**config.mk**
```make
export PLATFORM = sky130hd
export DESIGN_NAME = snake_key_direction_flat
export DESIGN_NICKNAME = d
export VERILOG_FILES = /design/src/rtl/snake_key_direction_pkg.sv /design/src/rtl/snake_key_direction_if.sv /design/src/rtl/snake_key_direction_key_debounce.sv /design/src/rtl/snake_key_direction.sv /design/src/flat_wrapper.sv
export SDC_FILE = /design/constraint.sdc
export NUM_CORES = 1
export LEC_CHECK = 0
export BUFFER_PORTS_ARGS = -buffer_cell sky130_fd_sc_hd__clkbuf_2
export CORE_AREA = 2 2 137 139
export DETAILED_ROUTE_END_ITERATION = 12
export DIE_AREA = 0 0 139 141
export PLACE_DENSITY_LB_ADDON = 0.25
export SKIP_LAST_GASP = 1
export SLEW_MARGIN = 30
export SYNTH_ARGS = -nofsm -noshare
export SYNTH_HDL_FRONTEND = slang
export SYNTH_SLANG_ARGS = --single-unit
```
**constraint.sdc**
```tcl
create_clock -name clock -period 2.45 [get_ports clock]
set_input_delay 0.3675 -clock clock [delete_from_list [all_inputs] [get_ports clock]]
set_output_delay 0.3675 -clock clock [all_outputs]
set_load 0.01 [all_outputs]
```
**src/rtl/snake_key_direction_pkg.sv**
```systemverilog
// Shared definitions: direction codes, key indices and debouncer states.
// Helpers map a key index to its heading and give the reverse of a heading.
package snake_key_direction_pkg;

   typedef logic [1:0] dir_t;

   localparam int DIR_W = 2;
   localparam dir_t DIR_UP    = 2'd0;
   localparam dir_t DIR_RIGHT = 2'd1;
   localparam dir_t DIR_DOWN  = 2'd2;
   localparam dir_t DIR_LEFT  = 2'd3;

   localparam int NUM_KEYS  = 4;
   localparam int KEY_RIGHT = 0;
   localparam int KEY_DOWN  = 1;
   localparam int KEY_UP    = 2;
   localparam int KEY_LEFT  = 3;

   typedef enum logic [1:0] {
      DB_RELEASED,
      DB_PRESS_WAIT,
      DB_HELD,
      DB_RELEASE_WAIT
   } db_state_t;

   function automatic dir_t key_to_dir(input int idx);
      case (idx)
         KEY_RIGHT: return DIR_RIGHT;
         KEY_DOWN:  return DIR_DOWN;
         KEY_UP:    return DIR_UP;
         default:   return DIR_LEFT;
      endcase
   endfunction

   // Opposite headings differ by 2 (mod 4), which is just bit 1 flipped.
   function automatic dir_t opposite(input dir_t d);
      return d ^ 2'b10;
   endfunction

endpackage

```
**src/rtl/snake_key_direction_if.sv**
```systemverilog
// Key/heading bundle between the board/game core (master) and the key stage (slave).
// Pure wiring; no latency or flow control of its own.
interface snake_key_direction_if;
   import snake_key_direction_pkg::*;

   logic [NUM_KEYS-1:0] keys;
   logic                move_tick;
   dir_t                direction;
   logic                dir_pending;
   logic [NUM_KEYS-1:0] key_press;
   logic                turn_reject;

   modport master (
      output keys, move_tick,
      input  direction, dir_pending, key_press, turn_reject
   );

   modport slave (
      input  keys, move_tick,
      output direction, dir_pending, key_press, turn_reject
   );
endinterface

```
**src/rtl/snake_key_direction_key_debounce.sv**
```systemverilog
// One key: 2-FF synchroniser plus debounce FSM; key_press pulses once per debounced press.
// Latency: 2 + DEBOUNCE_CYCLES clocks from raw press to pulse; no backpressure.
module snake_key_direction_key_debounce
   import snake_key_direction_pkg::*;
#(
   parameter int DEBOUNCE_CYCLES = 500000,
   parameter bit KEYS_ACTIVE_LOW = 1'b1
) (
   input  logic clock,
   input  logic resetHW_n,
   input  logic key_raw,
   output logic key_press
);

   localparam int             CW       = $clog2(DEBOUNCE_CYCLES + 1);
   localparam logic [CW-1:0]  CNT_LAST = CW'(DEBOUNCE_CYCLES - 1);
   localparam logic [CW-1:0]  CNT_MAX  = CW'(DEBOUNCE_CYCLES);
   localparam logic           IDLE_LVL = KEYS_ACTIVE_LOW;

   logic [1:0]    sync_q;
   logic          pressed;
   db_state_t     state_q, state_d;
   logic [CW-1:0] cnt_q, cnt_d, cnt_inc;
   logic          stable_done;

   always_ff @(posedge clock or negedge resetHW_n) begin
      if (!resetHW_n) sync_q <= {2{IDLE_LVL}};
      else            sync_q <= {sync_q[0], key_raw};
   end

   assign pressed     = sync_q[1] ^ IDLE_LVL;
   assign stable_done = (cnt_q == CNT_LAST);
   assign cnt_inc     = (cnt_q == CNT_MAX) ? cnt_q : cnt_q + 1'b1;

   always_ff @(posedge clock or negedge resetHW_n) begin
      if (!resetHW_n) begin
         state_q <= DB_RELEASED;
         cnt_q   <= '0;
      end else begin
         state_q <= state_d;
         cnt_q   <= cnt_d;
      end
   end

   always_comb begin
      state_d   = state_q;
      cnt_d     = cnt_q;
      key_press = 1'b0;
      case (state_q)
         DB_RELEASED: begin
            if (pressed) begin
               state_d = DB_PRESS_WAIT;
               cnt_d   = '0;
            end
         end
         DB_PRESS_WAIT: begin
            if (!pressed) begin
               state_d = DB_RELEASED;
               cnt_d   = '0;
            end else if (stable_done) begin
               state_d   = DB_HELD;
               cnt_d     = '0;
               key_press = 1'b1;
            end else begin
               cnt_d = cnt_inc;
            end
         end
         DB_HELD: begin
            if (!pressed) begin
               state_d = DB_RELEASE_WAIT;
               cnt_d   = '0;
            end
         end
         DB_RELEASE_WAIT: begin
            if (pressed) begin
               state_d = DB_HELD;
               cnt_d   = '0;
            end else if (stable_done) begin
               state_d = DB_RELEASED;
               cnt_d   = '0;
            end else begin
               cnt_d = cnt_inc;
            end
         end
         default: begin
            state_d = DB_RELEASED;
            cnt_d   = '0;
         end
      endcase
   end

endmodule

```
**src/rtl/snake_key_direction.sv**
```systemverilog
// Snake key stage: debounced presses -> heading request, held until move_tick (SNAKE_DIR_QUEUE_EN: 2-entry turn FIFO).
// Latency: key_press at 2+DEBOUNCE_CYCLES clk, commit 1 clk after move_tick; no backpressure, refused presses pulse turn_reject.
module snake_key_direction
   import snake_key_direction_pkg::*;
#(
   parameter int DEBOUNCE_CYCLES = 500000,
   parameter bit KEYS_ACTIVE_LOW = 1'b1
) (
   input  logic                   clock,
   input  logic                   resetHW_n,
   snake_key_direction_if.slave   bus
);

   logic [NUM_KEYS-1:0] press;
   logic                req_vld;
   dir_t                req_dir;
   dir_t                dir_q;
   logic                reject_q;
   logic                commit;
   dir_t                commit_dir;
   logic                reject;

   for (genvar k = 0; k < NUM_KEYS; k++) begin : g_key
      snake_key_direction_key_debounce #(
         .DEBOUNCE_CYCLES (DEBOUNCE_CYCLES),
         .KEYS_ACTIVE_LOW (KEYS_ACTIVE_LOW)
      ) u_debounce (
         .clock     (clock),
         .resetHW_n (resetHW_n),
         .key_raw   (bus.keys[k]),
         .key_press (press[k])
      );
   end

   // Lowest key index wins; other simultaneous presses are dropped silently.
   always_comb begin
      req_vld = 1'b0;
      req_dir = DIR_UP;
      for (int i = NUM_KEYS - 1; i >= 0; i--) begin
         if (press[i]) begin
            req_vld = 1'b1;
            req_dir = key_to_dir(i);
         end
      end
   end

   always_ff @(posedge clock or negedge resetHW_n) begin
      if (!resetHW_n) begin
         dir_q    <= DIR_RIGHT;
         reject_q <= 1'b0;
      end else begin
         if (commit) dir_q <= commit_dir;
         reject_q <= reject;
      end
   end

   assign bus.direction   = dir_q;
   assign bus.turn_reject = reject_q;
   assign bus.key_press   = press;

`ifdef SNAKE_DIR_QUEUE_EN
   dir_t       q0_q, q1_q, tail, ref_dir;
   logic [1:0] q_cnt_q;
   logic       pop, push, reverse, full;

   always_comb begin
      pop        = bus.move_tick && (q_cnt_q != 2'd0);
      commit     = pop;
      commit_dir = q0_q;
      tail       = (q_cnt_q == 2'd2) ? q1_q : q0_q;
      ref_dir    = (q_cnt_q == 2'd0) ? dir_q : tail;
      reverse    = req_vld && (req_dir == opposite(ref_dir));
      // A pop in the same cycle frees a slot, so a full FIFO still takes the push.
      full       = (q_cnt_q == 2'd2) && !pop;
      reject     = req_vld && (reverse || full);
      push       = req_vld && !reverse && !full;
   end

   always_ff @(posedge clock or negedge resetHW_n) begin
      if (!resetHW_n) begin
         q0_q    <= DIR_UP;
         q1_q    <= DIR_UP;
         q_cnt_q <= 2'd0;
      end else begin
         case ({pop, push})
            2'b10: begin
               q0_q    <= q1_q;
               q_cnt_q <= q_cnt_q - 1'b1;
            end
            2'b01: begin
               if (q_cnt_q == 2'd0) q0_q <= req_dir;
               else                 q1_q <= req_dir;
               q_cnt_q <= q_cnt_q + 1'b1;
            end
            2'b11: begin
               if (q_cnt_q == 2'd1) begin
                  q0_q <= req_dir;
               end else begin
                  q0_q <= q1_q;
                  q1_q <= req_dir;
               end
            end
            default: ;
         endcase
      end
   end

   assign bus.dir_pending = (q_cnt_q != 2'd0);
`else
   dir_t pend_q, ref_dir;
   logic pend_vld_q, accept;

   // A press that lands with move_tick is checked against the heading being committed.
   always_comb begin
      commit     = bus.move_tick && pend_vld_q;
      commit_dir = pend_q;
      ref_dir    = commit ? pend_q : dir_q;
      reject     = req_vld && (req_dir == opposite(ref_dir));
      accept     = req_vld && !reject;
   end

   always_ff @(posedge clock or negedge resetHW_n) begin
      if (!resetHW_n) begin
         pend_q     <= DIR_UP;
         pend_vld_q <= 1'b0;
      end else if (accept) begin
         pend_q     <= req_dir;
         pend_vld_q <= 1'b1;
      end else if (commit) begin
         pend_vld_q <= 1'b0;
      end
   end

   assign bus.dir_pending = pend_vld_q;
`endif

endmodule

```
**src/flat_wrapper.sv**
```systemverilog
// flat-port wrapper written by rule: the top's interface ports become plain ports
module snake_key_direction_flat import snake_key_direction_pkg::*;
#(
   parameter int DEBOUNCE_CYCLES = 500000,
   parameter bit KEYS_ACTIVE_LOW = 1'b1
)
  (clock, resetHW_n, bus_keys, bus_move_tick, bus_direction, bus_dir_pending, bus_key_press, bus_turn_reject);
  snake_key_direction_if bus_i ();
  input  logic clock;
  input  logic resetHW_n;
  input wire logic [$bits(bus_i.keys)-1:0] bus_keys;
  input wire logic [$bits(bus_i.move_tick)-1:0] bus_move_tick;
  output wire logic [$bits(bus_i.direction)-1:0] bus_direction;
  output wire logic [$bits(bus_i.dir_pending)-1:0] bus_dir_pending;
  output wire logic [$bits(bus_i.key_press)-1:0] bus_key_press;
  output wire logic [$bits(bus_i.turn_reject)-1:0] bus_turn_reject;
  assign bus_i.keys = bus_keys;
  assign bus_i.move_tick = bus_move_tick;
  assign bus_direction = bus_i.direction;
  assign bus_dir_pending = bus_i.dir_pending;
  assign bus_key_press = bus_i.key_press;
  assign bus_turn_reject = bus_i.turn_reject;
  snake_key_direction #(.DEBOUNCE_CYCLES(DEBOUNCE_CYCLES), .KEYS_ACTIVE_LOW(KEYS_ACTIVE_LOW)) u_core (.clock(clock), .resetHW_n(resetHW_n), .bus(bus_i));
endmodule
```
==> impl_results.md, run 1 <==
* Clock transition at the registers of the reported paths at 0.07 ns
* Clock skew at 0.00801 ns
* CP Launch Point: u_core.g_key[1].u_debounce.cnt_q[9]
* Final WL at 11800 um
* Crit path capture: bus_key_press[1]
* Proportion of layout cells with a drive suffix above 1 at 13.6%
* Largest net degree at the start of global routing at 56
* FP Rows at 50
* CP endpoint kind: output pin
* Status: finished clean
* Sequential share of the synthesized area at 46.2%
* Pre-CTS setup slack at 0.152 ns
* CTS H-tree depth at 3
* RSZ-0062 raised after global routing: true
* Max-slew violation count at 0
* Nets at 634
* Power density cells at 727 nW/um^2
* Number of global-route vias before repair at 4250
* Global-route wire length before repair at 20500 um
* Post-synth cell types at 58
* GRT Util Overall at 12.5%
* Vias per Instance at 4.98
* IO Pins at 15
* Final Setup Violations at 0
* Peak fanout along the critical path at 5
* Reg-to-Reg Start: u_core.g_key[1].u_debounce.cnt_q[9]
* PortBufs at 14
* Die Span X at 139 um
* Grt total ovfl at 0
* Reg2reg setup slack at 0.11 ns
* Syn Std Cell Area at 5330 um^2
* Die Y at 141 um
* CTS sink count at 98
* Period Utilization, post-route at 97.0%
* Post-route ant nets at 0
* Placed Cells at 835
* EDFF count, synth at 0
* Filler cells at 1899
* Tot Pwr at 4.49 mW
* Non-filler cells in the finished layout at 858
* Yosys top cell area share at 41.8%
* Drt pass-1 iters at 6
* Max VDD drop at 370 uV
* Kind of critical path: reg -> out
* Final Hold Viols at 0
* DR vias at 4277
* Syn_area_per_cell at 9.14 um^2
* Starting Density at 29.2%
* Clk_lat worst skew at 0.35 ns
* Worst EP arrival at 2.01 ns
* Hold Crit Class: in -> reg
* Period minus WS final at 2.38 ns
* CTS Buf Count at 9
* Max_slew headroom at 64.6%
* Startpoint types: register
* R2R cell count at 9
* Drc violations at 0
* Required time worst endpoint at 2.08 ns
* Util after Layout at 33.8%
* Clock root cell: clkbuf_16
* Routed len/inst at 13.8 um
* Worst setup margin at 0.0740 ns
* Antenna Cells at 0
* Synth Net Count at 598
* Peak Freq at 0.421 GHz
* Synth Instances at 583
* LEAKAGE at 2.51 nW
* FF-to-FF End: u_core.g_key[1].u_debounce.cnt_q[10]
* Slew @ Worst Pin at 0.526 ns
* Area Overhead vs Synth at 16.0%
* Synth area leaders: dfrtp_1 42%, nor2_1 6.3%, o21ai_0 4.6%, dfstp_2 4.4%, xnor2_1 4.4%
* Starting DRT DRC Count at 240
* Max_cap viols at 0
* Ys Warns at 0
* Clock tree buffer depth at 2
* GPL Wtd Cong at 0.800
* HPWL after DPL at 8330 um
* Async set-reset flop share out of synthesis at 100%
* TritonCTS clock tree: yes
* Synth area leader: dfrtp_1
* Post-synth top cells: 89 x dfrtp_1, 89 x nor2_1, 57 x nand2_1, 49 x o21ai_0, 27 x xnor2_1
* Synth Register Bits at 98
* Core ar. at 18300 um^2
* Top_reg_cell synth: dfrtp_1
* Initial antenna violation count at 0
* DIE AREA at 19600 um^2
state kept, by name, indices dropped and copies added, names as in the netlist, named ones only:
signal and cells:
u_core.bus.dir_pending 1, u_core.g_key.u_debounce.state_q 4, u_core.bus.direction 2, u_core.bus.turn_reject 1, u_core.commit_dir 2, u_core.g_key.u_debounce.sync_q 8
u_core.g_key.u_debounce.cnt_q 76
cell families after synthesis:
logic type | synth area share, %
AND/OR/NAND/NOR | 26.8
AO/OA/AOI/OAI | 12.4
flip-flops | 46.2
XOR/XNOR | 7.56
buffers and inverters | 3.59
multiplexers | 1.53
adder cells (fa/ha/maj) | 1.88
worst min path at each step:
stage / startpoint / end / slack (ns) / cells after the start
after CTS: bus_keys[0] / u_core.g_key[0].u_debounce.sync_q[0] / 0.08 / 1
final: bus_keys[0] / u_core.g_key[0].u_debounce.sync_q[0] / 0.1 / 1
after global placement: resetHW_n / u_core.g_key[0].u_debounce.cnt_q[0] / 0.26 / 1
after global routing: bus_keys[0] / u_core.g_key[0].u_debounce.sync_q[0] / 0.08 / 1
after floorplan: resetHW_n / async pin / 0.07 / 0
after detailed placement: resetHW_n / u_core.g_key[0].u_debounce.cnt_q[0] / 0.26 / 1
critical path: stages, from the launching register on:
cell,delay [ns]
dfrtp_1,0.42
or4b_4,0.54
nor4_4,0.32
nand3_2,0.15
inv_2,0.10
clkbuf_2,0.14
timing repair:
action | in CTS | in global routing
endpoints found under the setup margin | 4 | 1
resized for setup | 4 | 4
pin swaps | 4 | 2
setup buffers | 4 | 2
endpoints found under the hold margin | 15 | 0
hold buffers | 1 | 0
through the flow:
stage | TNS [ns] | area, um^2 | hold slack, ns
floorplan | 0 | 5330 | 0.0719
finish | 0 | 6180 | 0.0950
detailed placement | 0 | 5780 | 0.259
CTS | 0 | 6160 | 0.0815
global route | -0.0811 | 6180 | 0.0817
global placement | 0 | 5780 | 0.260
per-layer routing:
layer / track usage (%) / vias to the layer above / routed length [um]
met4: 4.73 / 0 / 201
met5: 0 / - / 0
li1: - / 2134 / -
met1: 16.4 / 2085 / 5730
met2: 20.9 / 45 / 5600
met3: 2.14 / 13 / 273
power breakdown:
part	switching [mW]	internal, mW	total [mW]
Clock	0.617	0.922	1.54
Combinational	0.672	0.423	1.10
Sequential	0.128	1.73	1.86
Total	1.42	3.08	4.49
layout make-up:
type / count / area, um^2 / area share (%)
well taps: 234 / 293 / 4.74
inverters: 21 / 78.8 / 1.28
clock buffers: 11 / 243 / 3.93
repair buffers: 44 / 325 / 5.26
flip-flops and latches: 98 / 2460 / 39.9
clock inverters: 5 / 78.8 / 1.28
multi-input cells: 445 / 2700 / 43.7
cells in the final DEF, fill, tap and decap left out, types with 19 or more instances in the layout:
cell type  count
nand3_1       23
inv_1         20
nor2_1        89
buf_4         28
nand2_1       56
dfrtp_1       89
nand4_1       19
xor2_1        19
xnor2_1       27
o21ai_0       48
No activity file was read; power rests on OpenSTA's default activity.
==> run 2, diff against run 1 <==
CORE_AREA = 2 2 139 141   (was 2 2 137 139)
DIE_AREA = 0 0 141 143   (was 0 0 139 141)
SYNTH_HIERARCHICAL = 1   (was unset)
==> run 2 against run 1 <==
- the flow now finishes with violations (setup timing)
- final cell count up 5.7%
- wire length up 15%
- die area up 2.9%
- first-iteration DRC count up 70%
- register-to-register slack worse by 0.24 ns
- hold slack better by 0.0043 ns
- utilization up 3.0 points
- largest power group unchanged
- global-route usage up 1.6 points
- worst setup slack worse by 0.23 ns
- largest cell class unchanged
- via count up 13%
==> impl_results.md, run 2 <==
* Violated checks: setup timing
* FP Rows at 50 (unchanged)
* Proportion of layout cells with a drive suffix above 1 at 25.3% (+12 points)
* Clock transition at the registers of the reported paths at 0.06 ns (about the same)
* IO Pins at 15 (unchanged)
* Starting Density at 29.5% (+0.38 points)
* Hold Crit Class: in -> reg
* Tot Pwr at 5.42 mW (+21%)
* Sw power at 1.98 mW (+40%)
* Gate power share at 34.3% (+9.9 points)
* CTS H-tree depth at 3 (unchanged)
* Power share of the clock group at 29.8% (-4.4 points)
* Slew @ Worst Pin at 0.781 ns (+0.254 ns)
* Biggest regs: u_core/g_key.u_debounce/cnt_q x76, u_core/g_key.u_debounce/sync_q x8, u_core/g_key.u_debounce/state_q x4
* Area Overhead vs Synth at 24.6%
* Final Hold Viols at 0 (unchanged)
* DIE AREA at 20200 um^2 (+2.9%)
* HPWL after DPL at 9350 um (+12%)
* Required time worst endpoint at 2.08 ns (about the same)
* Synth Register Bits at 98 (unchanged)
* Synth area leaders: dfrtp_1 41%, o21ai_0 4.6%, dfstp_2 4.3%, a21oi_1 4.2%, nand3_1 4.2%
* Core ar. at 18600 um^2 (+1.7%)
* GPL Wtd Cong at 0.798 (-0.14%)
* Clock tree buffer depth at 2 (unchanged)
* Reg power frac at 35.9% (-5.5 points)
* CP endpoint kind: output pin
* Peak Freq at 0.383 GHz (-9.0%)
* Final Setup Violations at 6 (+6)
* Syn Std Cell Area at 5490 um^2 (+3.0%)
* Post-synth top cells: 89 x dfrtp_1, 51 x o21ai_0, 46 x a21oi_1, 46 x nand3_1, 44 x inv_1
* Non-filler cells in the finished layout at 907 (+5.7%)
* Yosys top cell area share at 40.6% (-1.2 points)
* Number of global-route vias before repair at 4588 (+8.0%)
* Worst setup margin at -0.161 ns (-0.235 ns)
* Status: complete, but fails checks
* Internal power at 3.44 mW (+12%)
* Most frequent cells in the layout: 87 x dfrtp_1, 70 x buf_4, 51 x o21ai_0
* Top_reg_cell synth: dfrtp_1
* Vias per Instance at 5.33 (+6.9%)
* Drc violations at 0 (unchanged)
* Min Hold Slack at 0.0993 ns (+0.00426 ns)
* Routed len/inst at 15.0 um (+8.9%)
* Async set-reset flop share out of synthesis at 100% (unchanged)
* Synth Net Count at 599 (+0.17%)
* Startpoint types: register
* Starting DRT DRC Count at 408 (+70%)
* Max-slew violation count at 0 (unchanged)
* Clock skew at 0.00682 ns (-0.00119 ns)
* Biggest register: u_core/g_key.u_debounce/cnt_q
* Power density cells at 793 nW/um^2 (+9.0%)
* Die Span X at 141 um (+1.4%)
* Max_cap viols at 0 (unchanged)
* Nets at 683 (+7.7%)
* GRT Util Overall at 14.1% (+1.6 points)
* Max VDD drop at 308 uV (-17%)
* LEAKAGE at 2.87 nW (+14%)
* Syn_area_per_cell at 9.40 um^2 (+2.9%)
* Global-route wire length before repair at 23100 um (+13%)
* RSZ-0062 raised after global routing: true
* Commonest non-fill, non-tap cell in the layout: dfrtp_1
* Initial antenna violation count at 0 (unchanged)
* Antenna Cells at 0 (unchanged)
* Post-route ant nets at 0 (unchanged)
* Kind of critical path: reg -> out
* Sequential share of the synthesized area at 44.9% (-1.4 points)
* Synth Instances at 584 (+0.17%)
* Max_slew headroom at 47.8% (-17 points)
* Sw Share at 36.5% (+5.0 points)
* Peak fanout along the critical path at 2 (-3)
* Post-synth cell types at 61 (+5.2%)
* Grt total ovfl at 0 (unchanged)
* Die Y at 143 um (+1.4%)
* CTS sink count at 98 (unchanged)
* Max reg flops at 76 (unchanged)
* Most numerous cell in the Yosys netlist: dfrtp_1
* Drt pass-1 iters at 5 (-1)
* Period minus WS final at 2.61 ns (+0.235 ns)
* PortBufs at 14 (unchanged)
* Worst EP arrival at 2.24 ns (+0.23 ns)
* CTS Buf Count at 9 (unchanged)
* TritonCTS clock tree: yes
* Synth area leader: dfrtp_1
* Clk_lat worst skew at 0.35 ns (about the same)
* Period Utilization, post-route at 107% (+9.6 points)
* Ys Warns at 6 (+6)
* Placed Cells at 877 (+5.0%)
* EDFF count, synth at 0 (unchanged)
* Clock root cell: clkbuf_16
* DR vias at 4832 (+13%)
* Largest net degree at the start of global routing at 47 (-16%)
* Final WL at 13600 um (+15%)
-- run 2: cell types whose count changed in the layout (fill, tap and decap cells not counted), moves of 7 or more --
cell     previous run  this run
a21o_1              4        11
a21oi_1            15        44
a31oi_1             5        21
buf_4              28        70
inv_1              20        44
nand2_1            56        40
nand3_1            23        46
nor2_1             89        21
o21ai_2             0         7
or3_1              10        17
xnor2_1            27         4
xor2_1             19         0
-- run 2: final timing paths --
kind                                                             end                            startpoint  cells after the start  slack [ns]
worst min register to register  u_core/g_key[1].u_debounce/sync_q[1]  u_core/g_key[1].u_debounce/sync_q[0]                      0        0.35
worst min-delay path            u_core/g_key[1].u_debounce/sync_q[0]                           bus_keys[1]                      1         0.1
min in group asynchronous        u_core/g_key[1].u_debounce/cnt_q[3]                             resetHW_n                      2        0.52
worst max register to register                  u_core/commit_dir[0]   u_core/g_key[1].u_debounce/cnt_q[6]                     10       -0.13
max in group asynchronous       u_core/g_key[1].u_debounce/sync_q[0]                             resetHW_n                      3        1.23
worst max-delay path                                bus_key_press[3]  u_core/g_key[3].u_debounce/cnt_q[11]                      8       -0.16
-- run 2: worst max-delay path: stages (launching register included) --
cell     delay (ns)
dfrtp_1        0.38
or4b_4         0.55
nor4_4         0.26
buf_4          0.16
nand2_4        0.04
nor4_4         0.15
buf_4          0.16
buf_6          0.10
buf_6          0.09
-- run 2: layout make-up --
class / count / area (um^2)
well taps: 234 / 293
inverters: 44 / 165
fillers: 1838 / 11700
multi-input cells: 428 / 2910
clock buffers: 13 / 270
flip-flops and latches: 98 / 2470
clock inverters: 3 / 68.8
repair buffers: 87 / 667
-- run 2: power groups by stage --
stage | Combinational [mW] | Sequential, mW | Clock (mW)
6_report | 1.86 | 1.95 | 1.62
5_1_grt | 2.08 | 1.98 | 1.75
4_1_cts | 1.87 | 1.94 | 1.67
3_5_place_dp | 1.86 | 1.97 | 0
3_3_place_gp | 1.80 | 1.97 | 0
2_1_floorplan | 1.42 | 1.95 | 0
-- run 2: repair_timing --
item / in CTS / in global routing
gates resized for setup: 13 / 11
setup buffers: 14 / 1
setup endpoints to repair: 7 / 8
hold buffers: 1 / 0
endpoints found under the hold margin: 13 / 0
pin swaps: 10 / 8
-- run 2: metal layers --
layer  vias to the layer above  GRT usage [%]  wire [um]
met5                         -              0          0
met3                        13           2.28        423
li1                       2356              -          -
met1                      2369           18.9       6550
met4                         0           5.00        172
met2                        94           23.2       6450
-- run 2: kinds of logic after synthesis --
| family | Yosys count | synth area share [%] |
|---|---|---|
| buf+inv | 58 | 4.92 |
| flops | 98 | 44.9 |
| mux | 6 | 1.39 |
| xor+xnor | 6 | 1.09 |
| compound gates | 197 | 23.6 |
| fa+ha+maj | 8 | 1.82 |
| simple gates | 211 | 22.3 |
-- run 2: per-stage QoR --
stage	util, %	cell area [um^2]	worst slack (ns)	setup TNS (ns)
global placement	33.8	6280	-0.0206	-0.0206
global route	36.8	6840	-0.315	-1.78
CTS	36.6	6800	-0.231	-1.09
detailed placement	33.8	6290	-0.0871	-0.171
floorplan	-	5570	-0.156	-0.395
finish	36.8	6840	-0.161	-0.658
==> run 3, diff against run 2 <==
ABC_AREA = 1   (was unset)
CORE_AREA = 2 2 152 154   (was 2 2 139 141)
DIE_AREA = 0 0 154 156   (was 0 0 141 143)
==> run 3 against run 2 <==
- the flow now finishes without violations
- wire length up 7.5%
- clock power decreased by 12%
- critical path depth shrank 2
- synthesized cell count grew 58%
- sequential power is 3% lower
- die area grew 19%
- sequential cell count stayed put
- via count rose by 18%
- fmax rose by 15%
==> impl_results.md, run 3 <==
* Period minus WS final at 2.26 ns (-0.350 ns)
* Post-synth top cells: 293 x nand2_1, 112 x inv_1, 89 x dfrtp_1, 86 x nand3_1, 80 x nor2_1
* Kind of critical path: reg -> out
* RSZ-0062 raised after global routing: false
* Core ar. at 22400 um^2 (+20%)
* Synth Net Count at 938 (+57%)
* TritonCTS clock tree: yes
* CTS resizes at 0 (-13)
* PortBufs at 14 (unchanged)
* CTS sink count at 98 (unchanged)
* Synth Register Bits at 98 (unchanged)
* Post-CTS Setup Bufs at 0 (-14)
* Synth Instances at 923 (+58%)
* Multi-input logic area at 3570 um^2 (+22%)
* GRT Util Overall at 13.2% (-0.94 points)
* HPWL after DPL at 10400 um (+12%)
* Hold Crit Class: in -> reg
* Max_slew headroom at 70.7% (+23 points)
* Total negative slack at 0 ns (+0.658 ns)
* GPL Wtd Cong at 0.778 (-2.6%)
* CTS H-tree depth at 3 (unchanged)
* Nets at 959 (+40%)
* Proportion of layout cells with a drive suffix above 1 at 16.6% (-8.6 points)
* Top_reg_cell synth: dfrtp_1
* Clock tree buffer depth at 2 (unchanged)
* Final Hold Viols at 0 (unchanged)
* Routed len/inst at 11.8 um (-21%)
* Max VDD drop at 262 uV (-15%)
* Post-route ant nets at 0 (unchanged)
* Placed Cells at 1217 (+39%)
* CP endpoint kind: output pin
* WHS Path Cells at 1 (unchanged)
* Synth area leaders: dfrtp_1 34%, nand2_1 17%, nand3_1 6.5%, inv_1 6.3%, nand3_2 5.7%
* Syn_area_per_cell at 7.19 um^2 (-24%)
* Area Overhead vs Synth at 10.0%
* Reg2reg setup slack at 0.30 ns (+0.43 ns)
* Biggest regs: u_core/g_key.u_debounce/cnt_q x76, u_core/g_key.u_debounce/sync_q x8, u_core/g_key.u_debounce/state_q x4
* Ys Warns at 6 (unchanged)
* Filler cells at 2407 (+31%)
* Worst EP arrival at 1.89 ns (-0.35 ns)
* Synth area leader: dfrtp_1
* Initial antenna violation count at 0 (unchanged)
* IO Pins at 15 (unchanged)
* Final WL at 14600 um (+7.5%)
* Required time worst endpoint at 2.08 ns (about the same)
* Yosys top cell area share at 33.6% (-7.0 points)
* Most numerous cell in the Yosys netlist: nand2_1
* Startpoint types: register
* Clk_lat worst skew at 0.36 ns (about the same)
* Vias per Instance at 4.62 (-13%)
* Die Y at 156 um (+9.1%)
* Post-synth cell types at 36 (-41%)
* Starting Density at 29.7% (+0.12 points)
* Peak Freq at 0.442 GHz (+15%)
* Number of global-route vias before repair at 5323 (+16%)
* Most frequent cells in the layout: 293 x nand2_1, 112 x inv_1, 89 x dfrtp_1
* Reg-to-Reg Start: u_core/g_key[1].u_debounce/cnt_q[0]
* Largest net degree at the start of global routing at 77 (+64%)
* Hold Path End: u_core/g_key[3].u_debounce/sync_q[0]
* Antenna Cells at 0 (unchanged)
* Max-slew violation count at 0 (unchanged)
* Status: finished clean
* Global-route wire length before repair at 25900 um (+12%)
* Async set-reset flop share out of synthesis at 100% (unchanged)
* Clock skew at 0.00964 ns (+0.00283 ns)
* Max_cap viols at 0 (unchanged)
* Period Utilization, post-route at 92.3% (-14 points)
* Power density cells at 641 nW/um^2 (-19%)
* Die Span X at 154 um (+9.2%)
* Grt total ovfl at 0 (unchanged)
* FP Rows at 55 (+10%)
* Clock transition at the registers of the reported paths at 0.07 ns (about the same)
* Drt pass-1 iters at 4 (-1)
* Clock root cell: clkbuf_16
* CTS Buf Count at 9 (unchanged)
* Seq. cell area at 2460 um^2 (-0.10%)
* Max reg flops at 76 (unchanged)
* Starting DRT DRC Count at 318 (-22%)
* Biggest register: u_core/g_key.u_debounce/cnt_q
* Slew @ Worst Pin at 0.440 ns (-0.341 ns)
* Peak fanout along the critical path at 6 (+4)
* Commonest non-fill, non-tap cell in the layout: nand2_1
* Post-CTS Hold Buffers at 1 (unchanged)
* Sequential share of the synthesized area at 37.1% (-7.7 points)
* Non-filler cells in the finished layout at 1234 (+36%)
* Final Setup Violations at 0 (-6)
* FF-to-FF End: u_core/commit_dir[0]
* Syn Std Cell Area at 6640 um^2 (+21%)
* EDFF count, synth at 0 (unchanged)
* DR vias at 5695 (+18%)
* Drc violations at 0 (unchanged)
* R2R cell count at 14 (+4)
* LEAKAGE at 3.19 nW (+11%)
* DIE AREA at 24000 um^2 (+19%)
* Hold Path Origin: bus_keys[3]
[run 3: cell types whose count changed after synthesis, sizes merged, moves of 17 or more]
cell   delta
a21o     -17
inv      +85
nor2     +78
nand2   +257
nand3    +78
or3      -18
a31oi    -21
a21oi    -29
[run 3: cells by family (layout without fill, tap and decap cells)]
group / after synthesis / count (layout) / synth area share (%)
xor+xnor: 10 / 10 / 1.32
buf+inv: 142 / 168 / 9.13
compound gates: 89 / 89 / 8.50
flops: 98 / 98 / 37.1
fa+ha+maj: 8 / 8 / 1.51
simple gates: 576 / 576 / 42.4
[run 3: layout make-up]
cell class	count	share of cell area (%)
inverter	130	6.68
multi-input combinational	683	48.9
sequential	98	33.8
clock inverter	1	0.411
clock buffer	15	3.39
tap	285	4.89
timing repair buffer	22	2.02
[run 3: worst max path at each step]
stage | from | cells past startpoint | endpoint | slack, ns
after detailed placement | u_core/g_key[1].u_debounce/cnt_q[0] | 14 | u_core/commit_dir[1] | 0.31
after global routing | u_core/g_key[1].u_debounce/cnt_q[0] | 6 | bus_key_press[1] | 0.0004
after CTS | u_core/g_key[1].u_debounce/cnt_q[0] | 6 | bus_key_press[1] | 0.15
after global placement | u_core/g_key[1].u_debounce/cnt_q[0] | 14 | u_core/commit_dir[0] | 0.38
after floorplan | u_core/g_key[2].u_debounce/cnt_q[0] | 14 | u_core/commit_dir[1] | 0.28
final | u_core/g_key[1].u_debounce/cnt_q[0] | 6 | bus_key_press[1] | 0.19
[run 3: power by group]
part / switching, mW / leakage, nW / internal [mW] / total (mW)
sequential: 0.144 / 1.32 / 1.75 / 1.89
combinational: 0.964 / 1.74 / 0.391 / 1.35
clock: 0.631 / 0.132 / 0.797 / 1.43
total: 1.74 / 3.19 / 2.94 / 4.68
[run 3: layer usage]
layer	track usage (%)	wire length, um	vias up
met4	2.54	119	0
met5	0	0	-
met3	3.33	410	9
met1	17.8	7520	2647
li1	-	-	2983
met2	21.5	6570	56
[run 3: through the flow]
step	instance area (um^2)	hold slack, ns	power [mW]	util (%)	setup WS, ns
2_1_floorplan	6640	0.0719	3.02	-	0.277
3_3_place_gp	7010	0.289	3.28	31.4	0.382
6_report	7300	0.0897	4.68	32.6	0.189
4_1_cts	7300	0.0731	4.77	32.6	0.146
5_1_grt	7300	0.0721	5.03	32.6	0.000408
3_5_place_dp	7010	0.290	3.30	31.4	0.307
[run 3: critical path: stages (launching register included)]
cell and delay (ns):
dfrtp_1 0.42, ha_1 0.21, nand2_1 0.09, nor2_4 0.15
nand3_2 0.13, nor4_1 0.32, clkbuf_2 0.22
